===== src/rtl/gj_pkg.sv =====
// Shared types and constants for the Gauss-Jordan elimination scheduler.
package gj_pkg;

  localparam int N_DEFAULT = 5;

  localparam logic PHASE_FWD = 1'b0;
  localparam logic PHASE_BWD = 1'b1;

  localparam logic LSU_LOAD  = 1'b0;
  localparam logic LSU_STORE = 1'b1;

  typedef enum logic [2:0] {
    ST_IDLE,
    ST_LOAD,
    ST_FWD_ISSUE,
    ST_FWD_WAIT,
    ST_BWD_ISSUE,
    ST_BWD_WAIT,
    ST_STORE,
    ST_DONE
  } state_t;

endpackage


===== src/rtl/gj_elim_scheduler_if.sv =====
// Control/handshake bundle between the scheduler (master) and its environment:
// host start/status, RAM load/store unit and row-op datapath.
interface gj_elim_scheduler_if #(
  parameter int IDX_W = 3,
  parameter int CNT_W = 5
);
  logic             start;
  logic             busy;
  logic             done;
  logic             singular;
  logic             lsu_go;
  logic             lsu_dir;
  logic             lsu_done;
  logic             op_valid;
  logic             op_ready;
  logic [IDX_W-1:0] op_pivot;
  logic [IDX_W-1:0] op_target;
  logic             op_phase;
  logic             op_done;
  logic             op_zero;
  logic [CNT_W-1:0] op_count;

  modport master (
    input  start, lsu_done, op_ready, op_done, op_zero,
    output busy, done, singular, lsu_go, lsu_dir,
           op_valid, op_pivot, op_target, op_phase, op_count
  );

  modport slave (
    output start, lsu_done, op_ready, op_done, op_zero,
    input  busy, done, singular, lsu_go, lsu_dir,
           op_valid, op_pivot, op_target, op_phase, op_count
  );
endinterface


===== src/rtl/gj_pair_gen.sv =====
// Pivot/target row index generator. Direction is latched by the init pulse,
// so step only has to say "advance".
module gj_pair_gen
  import gj_pkg::*;
#(
  parameter int N     = N_DEFAULT,
  parameter int IDX_W = 3
) (
  input  logic             clk,
  input  logic             rst,
  input  logic             init_fwd,
  input  logic             init_bwd,
  input  logic             step,
  output logic [IDX_W-1:0] p,
  output logic [IDX_W-1:0] t,
  output logic             last_fwd,
  output logic             last_bwd
);

  localparam logic [IDX_W-1:0] LAST = IDX_W'(N - 1);

  logic [IDX_W-1:0] p_d, p_q, t_d, t_q;
  logic             dir_d, dir_q;

  // Next pair: forward walks t up then bumps p, backward walks t down then drops p.
  always_comb begin
    p_d   = p_q;
    t_d   = t_q;
    dir_d = dir_q;
    if (init_fwd) begin
      p_d   = '0;
      t_d   = IDX_W'(1);
      dir_d = PHASE_FWD;
    end else if (init_bwd) begin
      p_d   = LAST;
      t_d   = IDX_W'(N - 2);
      dir_d = PHASE_BWD;
    end else if (step) begin
      if (dir_q == PHASE_FWD) begin
        if (t_q < LAST) begin
          t_d = t_q + 1'b1;
        end else begin
          p_d = p_q + 1'b1;
          t_d = p_q + IDX_W'(2);
        end
      end else begin
        if (t_q != '0) begin
          t_d = t_q - 1'b1;
        end else begin
          p_d = p_q - 1'b1;
          t_d = p_q - IDX_W'(2);
        end
      end
    end
  end

  // Index registers.
  always_ff @(posedge clk or posedge rst) begin
    if (rst) begin
      p_q   <= '0;
      t_q   <= '0;
      dir_q <= PHASE_FWD;
    end else begin
      p_q   <= p_d;
      t_q   <= t_d;
      dir_q <= dir_d;
    end
  end

  assign p        = p_q;
  assign t        = t_q;
  assign last_fwd = (p_q == IDX_W'(N - 2)) && (t_q == LAST);
  assign last_bwd = (p_q == IDX_W'(1)) && (t_q == '0);

endmodule


===== src/rtl/gj_elim_scheduler.sv =====
// Gauss-Jordan inversion sequencer: load, forward ops, backward ops, store.
//
// state        | meaning
// ST_IDLE      | waiting for start after reset
// ST_LOAD      | RAM->matrix load in flight
// ST_FWD_ISSUE | forward row op offered on op_valid
// ST_FWD_WAIT  | forward op accepted, waiting for op_done
// ST_BWD_ISSUE | backward row op offered on op_valid
// ST_BWD_WAIT  | backward op accepted, waiting for op_done
// ST_STORE     | matrix->RAM store in flight
// ST_DONE      | run finished (singular tells why); start re-arms
module gj_elim_scheduler
  import gj_pkg::*;
#(
  parameter int N     = N_DEFAULT,
  parameter int IDX_W = 3,
  parameter int CNT_W = 5
) (
  input logic               clk,
  input logic               rst,
  gj_elim_scheduler_if.master bus
);

  state_t           state_d, state_q;
  logic             busy_d, busy_q;
  logic             done_d, done_q;
  logic             singular_d, singular_q;
  logic             lsu_go_d, lsu_go_q;
  logic             lsu_dir_d, lsu_dir_q;
  logic             op_valid_d, op_valid_q;
  logic             phase_d, phase_q;
  logic [CNT_W-1:0] cnt_d, cnt_q;
  logic             init_fwd, init_bwd, step;
  logic [IDX_W-1:0] pivot, target;
  logic             last_fwd, last_bwd;

  gj_pair_gen #(.N(N), .IDX_W(IDX_W)) u_pair (
    .clk      (clk),
    .rst      (rst),
    .init_fwd (init_fwd),
    .init_bwd (init_bwd),
    .step     (step),
    .p        (pivot),
    .t        (target),
    .last_fwd (last_fwd),
    .last_bwd (last_bwd)
  );

  // Next-state and next-output decode; stray handshakes outside their state fall to defaults.
  always_comb begin
    state_d    = state_q;
    busy_d     = busy_q;
    done_d     = done_q;
    singular_d = singular_q;
    lsu_go_d   = 1'b0;
    lsu_dir_d  = lsu_dir_q;
    op_valid_d = op_valid_q;
    phase_d    = phase_q;
    cnt_d      = cnt_q;
    init_fwd   = 1'b0;
    init_bwd   = 1'b0;
    step       = 1'b0;
    unique case (state_q)
      ST_IDLE, ST_DONE: if (bus.start) begin
        done_d     = 1'b0;
        singular_d = 1'b0;
        cnt_d      = '0;
        busy_d     = 1'b1;
        lsu_go_d   = 1'b1;
        lsu_dir_d  = LSU_LOAD;
        state_d    = ST_LOAD;
      end
      ST_LOAD: if (bus.lsu_done) begin
        init_fwd   = 1'b1;
        phase_d    = PHASE_FWD;
        op_valid_d = 1'b1;
        state_d    = ST_FWD_ISSUE;
      end
      ST_FWD_ISSUE, ST_BWD_ISSUE: if (bus.op_ready) begin
        op_valid_d = 1'b0;
        state_d    = (state_q == ST_FWD_ISSUE) ? ST_FWD_WAIT : ST_BWD_WAIT;
      end
      ST_FWD_WAIT, ST_BWD_WAIT: if (bus.op_done) begin
        if (bus.op_zero) begin
          // Abort without storing so the RAM keeps the original matrix.
          singular_d = 1'b1;
          busy_d     = 1'b0;
          done_d     = 1'b1;
          state_d    = ST_DONE;
        end else begin
          cnt_d = cnt_q + 1'b1;
          if (state_q == ST_FWD_WAIT) begin
            op_valid_d = 1'b1;
            if (last_fwd) begin
              init_bwd = 1'b1;
              phase_d  = PHASE_BWD;
              state_d  = ST_BWD_ISSUE;
            end else begin
              step    = 1'b1;
              state_d = ST_FWD_ISSUE;
            end
          end else if (last_bwd) begin
            lsu_go_d  = 1'b1;
            lsu_dir_d = LSU_STORE;
            state_d   = ST_STORE;
          end else begin
            step       = 1'b1;
            op_valid_d = 1'b1;
            state_d    = ST_BWD_ISSUE;
          end
        end
      end
      ST_STORE: if (bus.lsu_done) begin
        busy_d  = 1'b0;
        done_d  = 1'b1;
        state_d = ST_DONE;
      end
      default: state_d = ST_IDLE;
    endcase
  end

  // FSM state and registered outputs.
  always_ff @(posedge clk or posedge rst) begin
    if (rst) begin
      state_q    <= ST_IDLE;
      busy_q     <= 1'b0;
      done_q     <= 1'b0;
      singular_q <= 1'b0;
      lsu_go_q   <= 1'b0;
      lsu_dir_q  <= LSU_LOAD;
      op_valid_q <= 1'b0;
      phase_q    <= PHASE_FWD;
      cnt_q      <= '0;
    end else begin
      state_q    <= state_d;
      busy_q     <= busy_d;
      done_q     <= done_d;
      singular_q <= singular_d;
      lsu_go_q   <= lsu_go_d;
      lsu_dir_q  <= lsu_dir_d;
      op_valid_q <= op_valid_d;
      phase_q    <= phase_d;
      cnt_q      <= cnt_d;
    end
  end

  assign bus.busy      = busy_q;
  assign bus.done      = done_q;
  assign bus.singular  = singular_q;
  assign bus.lsu_go    = lsu_go_q;
  assign bus.lsu_dir   = lsu_dir_q;
  assign bus.op_valid  = op_valid_q;
  assign bus.op_pivot  = pivot;
  assign bus.op_target = target;
  assign bus.op_phase  = phase_q;
  assign bus.op_count  = cnt_q;

endmodule

===== src/flat_wrapper.sv =====
// flat-port wrapper written by rule: the top's interface ports become plain ports
module gj_elim_scheduler_flat import gj_pkg::*;
#(
  parameter int N     = N_DEFAULT,
  parameter int IDX_W = 3,
  parameter int CNT_W = 5
)
  (clk, rst, bus_start, bus_lsu_done, bus_op_ready, bus_op_done, bus_op_zero, bus_busy, bus_done, bus_singular, bus_lsu_go, bus_lsu_dir, bus_op_valid, bus_op_pivot, bus_op_target, bus_op_phase, bus_op_count);
  gj_elim_scheduler_if #(.IDX_W(IDX_W), .CNT_W(CNT_W)) bus_i ();
  input logic clk;
  input logic rst;
  input wire logic [$bits(bus_i.start)-1:0] bus_start;
  input wire logic [$bits(bus_i.lsu_done)-1:0] bus_lsu_done;
  input wire logic [$bits(bus_i.op_ready)-1:0] bus_op_ready;
  input wire logic [$bits(bus_i.op_done)-1:0] bus_op_done;
  input wire logic [$bits(bus_i.op_zero)-1:0] bus_op_zero;
  output wire logic [$bits(bus_i.busy)-1:0] bus_busy;
  output wire logic [$bits(bus_i.done)-1:0] bus_done;
  output wire logic [$bits(bus_i.singular)-1:0] bus_singular;
  output wire logic [$bits(bus_i.lsu_go)-1:0] bus_lsu_go;
  output wire logic [$bits(bus_i.lsu_dir)-1:0] bus_lsu_dir;
  output wire logic [$bits(bus_i.op_valid)-1:0] bus_op_valid;
  output wire logic [$bits(bus_i.op_pivot)-1:0] bus_op_pivot;
  output wire logic [$bits(bus_i.op_target)-1:0] bus_op_target;
  output wire logic [$bits(bus_i.op_phase)-1:0] bus_op_phase;
  output wire logic [$bits(bus_i.op_count)-1:0] bus_op_count;
  assign bus_i.start = bus_start;
  assign bus_i.lsu_done = bus_lsu_done;
  assign bus_i.op_ready = bus_op_ready;
  assign bus_i.op_done = bus_op_done;
  assign bus_i.op_zero = bus_op_zero;
  assign bus_busy = bus_i.busy;
  assign bus_done = bus_i.done;
  assign bus_singular = bus_i.singular;
  assign bus_lsu_go = bus_i.lsu_go;
  assign bus_lsu_dir = bus_i.lsu_dir;
  assign bus_op_valid = bus_i.op_valid;
  assign bus_op_pivot = bus_i.op_pivot;
  assign bus_op_target = bus_i.op_target;
  assign bus_op_phase = bus_i.op_phase;
  assign bus_op_count = bus_i.op_count;
  gj_elim_scheduler #(.N(N), .IDX_W(IDX_W), .CNT_W(CNT_W)) u_core (.clk(clk), .rst(rst), .bus(bus_i));
endmodule

===== config.mk =====
export PLATFORM = sky130hd
export DESIGN_NAME = gj_elim_scheduler_flat
export DESIGN_NICKNAME = d
export VERILOG_FILES = /design/src/rtl/gj_pkg.sv /design/src/rtl/gj_elim_scheduler_if.sv /design/src/rtl/gj_pair_gen.sv /design/src/rtl/gj_elim_scheduler.sv /design/src/flat_wrapper.sv
export SDC_FILE = /design/constraint.sdc
export NUM_CORES = 1
export LEC_CHECK = 0
export ABC_AREA = 1
export BUFFER_PORTS_ARGS = -buffer_cell sky130_fd_sc_hd__clkbuf_2
export CAP_MARGIN = 10
export CORE_ASPECT_RATIO = 0.6
export CORE_MARGIN = 4
export CORE_UTILIZATION = 54
export CTS_BUF_LIST = sky130_fd_sc_hd__clkbuf_4 sky130_fd_sc_hd__clkbuf_8
export CTS_CLUSTER_DIAMETER = 200
export CTS_CLUSTER_SIZE = 8
export DETAILED_ROUTE_END_ITERATION = 12
export GPL_ROUTABILITY_DRIVEN = 0
export PLACE_DENSITY_LB_ADDON = 0.1
export SLEW_MARGIN = 20
export SYNTH_ARGS = -nofsm -noshare
export SYNTH_HDL_FRONTEND = slang
export SYNTH_HIERARCHICAL = 1
export SYNTH_SLANG_ARGS = --single-unit

===== constraint.sdc =====
create_clock -name clk -period 1.8 [get_ports clk]
set_input_delay 0.18 -clock clk [delete_from_list [all_inputs] [get_ports clk]]
set_output_delay 0.18 -clock clk [all_outputs]
set_load 0.05 [all_outputs]

==> metrics.yaml, run 1 <==
finish:
  stdcell_area_um2: 2250
  n_antenna_cell: 0
  layout_commonest_cell: "nand2_1"
  area_growth_pct: 25.5
  layout_common_cells: "nand2_1 (66), nor2_1 (27), inv_1 (26)"
  drive_gt1_frac: 0.384
  final_util: 0.745
  nNetsFinal: 310
timing:
  fin_crit_sh: 0.986
  worst_hold_slack_ns: 0.228
  slew_headroom: 0.604
  fmax_mhz: 563
  report.final.slew_viol_count: 0
  rsz0062_at_grt: "yes"
  tightest_slew_ns: 0.594
  period_needed_ns: 1.78
  hold_viol_final: 0
  finClkSkew_ns: 0.00247
  setup_violations: 0
clocking:
  clk_latency_ns: 0.26
  cts_max_path_buffers: 2
  cts_tree: "done"
  cts_sinks: 22
  clkTransAtPathRegs_ns: 0.08
  root_buffer: "clkbuf_8"
  htree_num_levels: 1
  cts-buffers-inserted: 3
pwr:
  pwr-share-clk: 0.083
  internal-power_mw: 1.90
  ir_worst_vdd_mv: 1.19
  seq_power_share: 0.225
  p_switching_mw: 2.34
  total_leakage_power_nw: 1.14
  power.density_nw_per_um2: 1880
  pwr-share-comb: 0.692
  p_total_mw: 4.24
  switching_share: 0.552
drt:
  drt_iter0_drc: 118
  vias: 1748
  detail-route-antenna-nets: 0
  drc_errors: 0
  routed_wl_um: 4370
  wl_per_cell_um: 13.0
  via_per_inst: 5.20
  drt_first_pass_iters: 5
synth:
  yosys_warnings: 6
  synth.distinct_cells: 29
  synth_nets: 263
  synth_flop_cell: "dfrtp_1"
  seq_area_frac_synth: 0.307
  netlist_instances: 248
  synth_async_sr_flop_share: 1.00
  synthesis.area_um2: 1790
  synth-edff-count: 0
  synth_seq_cells: 22
  syn_area_per_cell_um2: 7.23
setup_path:
  rr_worst_depth: 13
  ff2ff_setup_slack_ns: 0.02
  critPathKind: "flip-flop to flip-flop"
  cp_max_fo: 3
  required_ns: 2.00
  arrival_ns: 1.97
  startpoint_type: "flip-flop"
  end_kind: "flip-flop"
  r2r_end: "u_core/u_pair/p[0]$_DFFE_PP0P_"
  reg2reg_from: "u_core/u_pair/p[0]$_DFFE_PP0P_"
floorplan:
  die_w_um: 82.4
  fp-row-count: 15
  io_pins: 25
  design.core.area_um2: 3020
  fp.dieH_um: 52.7
  start_util: 0.594
  die_area_um2: 4340
hold_path:
  hp-start: "bus_op_done"
  hold_class: "input pin to flip-flop"
  holdPathEnd: "u_core/bus.op_phase$_DFFE_PP0P_"
  min_path_cells: 3
global_routing:
  grt-ovfl-total: 0
  track_usage: 0.215
  antenna_found_initial: 0
  grt_pass1_wl_um: 6900
  grt_max_degree: 16
  grt_pass1_vias: 1445
outcome:
  status: "completed"
job:
  drv_cap: 0
place:
  dp.final_hpwl_um: 3420
  place_area_um2: 2050
  port_buffers: 24
-- sequential cells by signal (all words and copies together), names as in the netlist --
| signal | cells |
|---|---|
| u_core/bus.op_count | 5 |
| u_core/state_q | 3 |
| u_core/u_pair/p | 3 |
| u_core/u_pair/t | 3 |
| u_core/bus.busy | 1 |
| u_core/bus.done | 1 |
| u_core/bus.lsu_dir | 1 |
| u_core/bus.lsu_go | 1 |
| u_core/bus.op_phase | 1 |
| u_core/bus.op_valid | 1 |
| u_core/bus.singular | 1 |
| u_core/u_pair/dir_q | 1 |
-- cell usage after synthesis (2+ instances only) --
cell type,number,share of area
nor3_1,2,0.0056
nand2_1,70,0.15
dfrtp_1,22,0.31
o21ai_2,2,0.0098
o21ai_1,6,0.017
nand2_2,7,0.024
nand2_4,4,0.025
nor2_2,3,0.010
inv_1,31,0.065
a21oi_1,3,0.0084
xor2_1,2,0.0098
nand3_4,4,0.039
inv_2,3,0.0063
inv_6,2,0.0098
nor2_4,3,0.019
o21ai_0,4,0.011
nand3_2,3,0.017
nor2_1,32,0.067
nand4_1,7,0.024
buf_6,4,0.025
ha_1,8,0.056
nand3_1,19,0.053
-- stage by stage --
stage | worst slack (ns) | TNS [ns] | instances
after global placement | 0.0362 | 0 | 324
final | 0.0246 | 0 | 336
after detailed placement | -0.0356 | -0.0356 | 324
after CTS | 0.00155 | 0 | 331
after floorplan | -0.0252 | -0.0252 | 248
after global routing | -0.0540 | -0.126 | 336
-- critical path: stages, from the launching register on --
cell and delay [ns]:
dfrtp_2 0.46, ha_4 0.19, ha_4 0.15, nand2_2 0.06, nor2_2 0.04, nand2_2 0.09
nand2_2 0.07, nor2_4 0.14, inv_4 0.06, nor2_4 0.12, nand2_2 0.08, nand2_2 0.09
nor2_1 0.05, nor2_1 0.08
-- per-layer routing --
layer,up-vias,track usage,wire (um)
met4,0,0.0249,8
li1,874,-,-
met5,-,0,0
met2,71,0.269,1680
met3,2,0.0601,397
met1,801,0.355,2280
-- worst max-delay path by stage --
stage | from | to | slack [ns] | cells after the start
2_1_floorplan | u_core/u_pair/t[0]$_DFFE_PP0P_ | u_core/u_pair/p[0]$_DFFE_PP0P_ | -0.03 | 14
3_3_place_gp | u_core/u_pair/p[0]$_DFFE_PP0P_ | u_core/u_pair/p[0]$_DFFE_PP0P_ | 0.04 | 12
3_5_place_dp | u_core/u_pair/p[0]$_DFFE_PP0P_ | u_core/u_pair/p[0]$_DFFE_PP0P_ | -0.04 | 12
4_1_cts | u_core/u_pair/p[1]$_DFFE_PP0P_ | u_core/u_pair/p[0]$_DFFE_PP0P_ | 0.002 | 13
5_1_grt | u_core/u_pair/p[0]$_DFFE_PP0P_ | u_core/u_pair/p[0]$_DFFE_PP0P_ | -0.05 | 13
6_report | u_core/u_pair/p[0]$_DFFE_PP0P_ | u_core/u_pair/p[0]$_DFFE_PP0P_ | 0.02 | 13
-- power groups by stage --
stage,Combinational [mW],Clock (mW),Sequential (mW)
finish,2.93,0.353,0.953
global route,3.20,0.392,0.981
CTS,2.76,0.366,0.934
detailed placement,2.71,0,0.934
global placement,2.69,0,0.931
floorplan,1.76,0,1.27
-- logic make-up (layout without fill, tap and decap cells) --
group	after synthesis	in the layout	synth area share
xor+xnor	2	2	0.00976
flops	22	22	0.307
buf+inv	42	88	0.116
simple gates	155	155	0.442
compound gates	19	19	0.0690
fa+ha+maj	8	8	0.0558
-- final cells by class --
| cell class | count | area [um2] |
|---|---|---|
| fillers | 248 | 769 |
| flip-flops and latches | 22 | 562 |
| multi-input cells | 184 | 1130 |
| repair buffers | 47 | 295 |
| clock buffers | 4 | 55.1 |
| inverters | 37 | 161 |
| well taps | 42 | 52.6 |
-- timing repair --
item	CTS	global route
resized for setup	4	20
setup endpoints to repair	2	6
hold endpoints to repair	22	0
pin swaps	5	12
hold buffers	1	0
buffers inserted	2	5
No activity file was read; power rests on OpenSTA's default activity.
==> run 2: changes to the inputs <==
Clock period 1.8 ns to 1.5 ns, I/O delays scaled along.
==> run 2 against run 1 <==
Effect of this change:
- the run now ends with negative setup slack left
- utilization up 13 points
- design area up 18%
- final cell count up 7.4%
- first-iteration DRC count up 80%
- fmax down 4.2%
- critical endpoint is now u_core/u_pair/t[2]$_DFFE_PP0P_
==> metrics.yaml, run 2 (same netlist as run 1, synthesis figures left out) <==
floorplan:
  fp-row-count: 15  # unchanged
  die_area_um2: 4340  # unchanged
  io_pins: 25  # unchanged
  start_util: 0.594  # unchanged
  design.core.area_um2: 3020  # unchanged
  fp.dieH_um: 52.7  # unchanged
  die_w_um: 82.4  # unchanged
finish:
  n_antenna_cell: 0  # unchanged
  layout_commonest_cell: "nand2_1"  # unchanged
  area_growth_pct: 47.7  # was 25.5%
  drive_gt1_frac: 0.502  # was 0.384
  final_util: 0.877  # was 0.745
  layout_common_cells: "nand2_1 (59), buf_4 (39), clkbuf_2 (24), inv_1 (24), nor2_1 (24)"  # was nand2_1 (66), nor2_1 (27), inv_1 (26)
  nNetsFinal: 335  # was 310
  largest_reg_flops: 5  # unchanged
global_routing:
  track_usage: 0.272  # was 0.215
  use_met3: 0.0498  # was 0.0601
  grt-ovfl-total: 0  # unchanged
  grt_use_met1: 0.395  # was 0.355
  grt_pass1_wl_um: 8690  # was 6900 um
  antenna_found_initial: 0  # unchanged
  busiest_layer: "met2"  # was met1
  grt_max_degree: 16  # unchanged
  grt_pass1_vias: 1818  # was 1,445
  use_met2: 0.423  # was 0.269
setup_path:
  cp_max_fo: 4  # was 3
  cp.depth: 14  # was 13
  crit_path_frequent_cell: "nor2_4"  # was nand2_2
  crit_chain: "ha_4, ha_4, nand2_4, nor2_4, nand2_2, buf_6, nor2_4, nor2_4, inv_4, nor2_4, nand2_1, nor2_1, nand2_1, nand2_1"  # was ha_4, ha_4, nand2_2, nor2_2, nand2_2, nand2_2, nor2_4, inv_4, nor2_4, nand2_2, nand2_2, nor2_1, nor2_1
  arrival_ns: 2.06  # was 1.97 ns
  critical_path.slowest_cell: "dfrtp_2"  # unchanged
  cpPeakStageDelay_ns: 0.46  # about the same
  end_kind: "flip-flop"  # unchanged
  critPathKind: "flip-flop to flip-flop"  # unchanged
  rr_worst_depth: 14  # was 13
  startpoint_type: "flip-flop"  # unchanged
  path_buf_inv: 2  # was 1
  cp_top_family: "simple AND/OR/NAND/NOR gates"  # unchanged
  required_ns: 1.71  # was 2.00 ns
clocking:
  cts_max_path_buffers: 2  # unchanged
  cts_tree: "done"  # unchanged
  cts_sinks: 22  # unchanged
  htree_num_levels: 1  # unchanged
  clk_latency_ns: 0.27  # was 0.26 ns
  clkTransAtPathRegs_ns: 0.09  # was 0.08 ns
  root_buffer: "clkbuf_8"  # unchanged
  cts-buffers-inserted: 3  # unchanged
hold_path:
  hold_class: "input pin to flip-flop"  # unchanged
  min_path_cells: 3  # unchanged
place:
  port_buffers: 24  # unchanged
  pre_cts_ws_ns: -0.315  # was -0.0356 ns
  dp.final_hpwl_um: 3660  # was 3420 um
drt:
  via_per_inst: 5.73  # was 5.20
  drt_first_pass_iters: 5  # unchanged
  vias: 2070  # was 1,748
  routed_wl_um: 6460  # was 4370 um
  drt_iter0_drc: 212  # was 118
  detail-route-antenna-nets: 0  # unchanged
  drc_errors: 0  # unchanged
  wl_per_cell_um: 17.9  # was 13.0 um
pwr:
  total_leakage_power_nw: 1.33  # was 1.14 nW
  power.density_nw_per_um2: 2370  # was 1880 nW/um2
  ir_worst_vdd_mv: 1.42  # was 1.19 mV
timing:
  fmax_mhz: 540  # was 563 MHz
  setup_ws_ns: -0.353  # was 0.0246 ns
  slew_headroom: 0.582  # was 0.604
  hold_viol_final: 0  # unchanged
  report.final.slew_viol_count: 0  # unchanged
  fin_crit_sh: 1.24  # was 0.986
  setup_tns_ns: -2.96  # was 0 ns
  finClkSkew_ns: 0.00292  # was 0.00247 ns
  setup_violations: 19  # was 0
  period_needed_ns: 1.85  # was 1.78 ns
  rsz0062_at_grt: "yes"  # unchanged
  tightest_slew_ns: 0.627  # was 0.594 ns
outcome:
  violations: "negative setup slack"
  status: "complete, but fails checks"  # was completed
job:
  drv_cap: 0  # unchanged
run 2: worst paths after layout:
path | end | startpoint | slack, ns
max in group asynchronous | u_core/state_q[2]$_DFFE_PP0P_ | rst | 0.56
max | u_core/u_pair/t[2]$_DFFE_PP0P_ | u_core/u_pair/p[0]$_DFFE_PP0P_ | -0.35
min reg2reg | u_core/bus.done$_DFFE_PP0P_ | u_core/bus.done$_DFFE_PP0P_ | 0.50
min in group asynchronous | u_core/u_pair/t[0]$_DFFE_PP0P_ | rst | 0.37
max reg2reg | u_core/u_pair/t[2]$_DFFE_PP0P_ | u_core/u_pair/p[0]$_DFFE_PP0P_ | -0.35
min | u_core/bus.op_phase$_DFFE_PP0P_ | bus_op_done | 0.21
run 2: tightest hold or removal path, cell delays in order:
cell      delay [ns]
clkbuf_2        0.13
nand4_1         0.10
a21oi_1         0.06
run 2: per-stage QoR:
stage	instances	power, mW	hold WS (ns)	instance area (um2)
floorplan	248	3.66	-0.0470	1840
global placement	344	4.69	0.0969	2230
detailed placement	344	4.73	0.107	2230
CTS	356	5.52	0.180	2430
global route	361	6.66	0.214	2650
finish	361	6.29	0.208	2650
run 2: layout make-up:
cell class	count	area [um2]
multi-input cells	184	1280
fillers	123	372
inverters	37	166
clock inverters	1	30.0
clock buffers	3	41.3
repair buffers	72	520
well taps	42	52.6
flip-flops and latches	22	562
run 2: timing repair:
item / in CTS / in global routing
endpoints found under the setup margin: 19 / 22
buffers inserted: 8 / 7
endpoints found under the hold margin: 22 / 0
pin swaps: 14 / 28
gates resized for setup: 18 / 49
hold buffers: 1 / 0
run 2: where the power goes:
group	total [mW]	internal, mW	switching, mW
logic	4.60	1.68	2.92
registers	1.12	0.825	0.295
clock network	0.572	0.357	0.215
run 2: metal layers:
metal  wire [um]  vias up  part of all wire
met5           0        -                 0
met2        2820      153              0.44
met3         712       22              0.11
li1            -      922                 -
met1        2740      973              0.42
met4         181        0             0.028
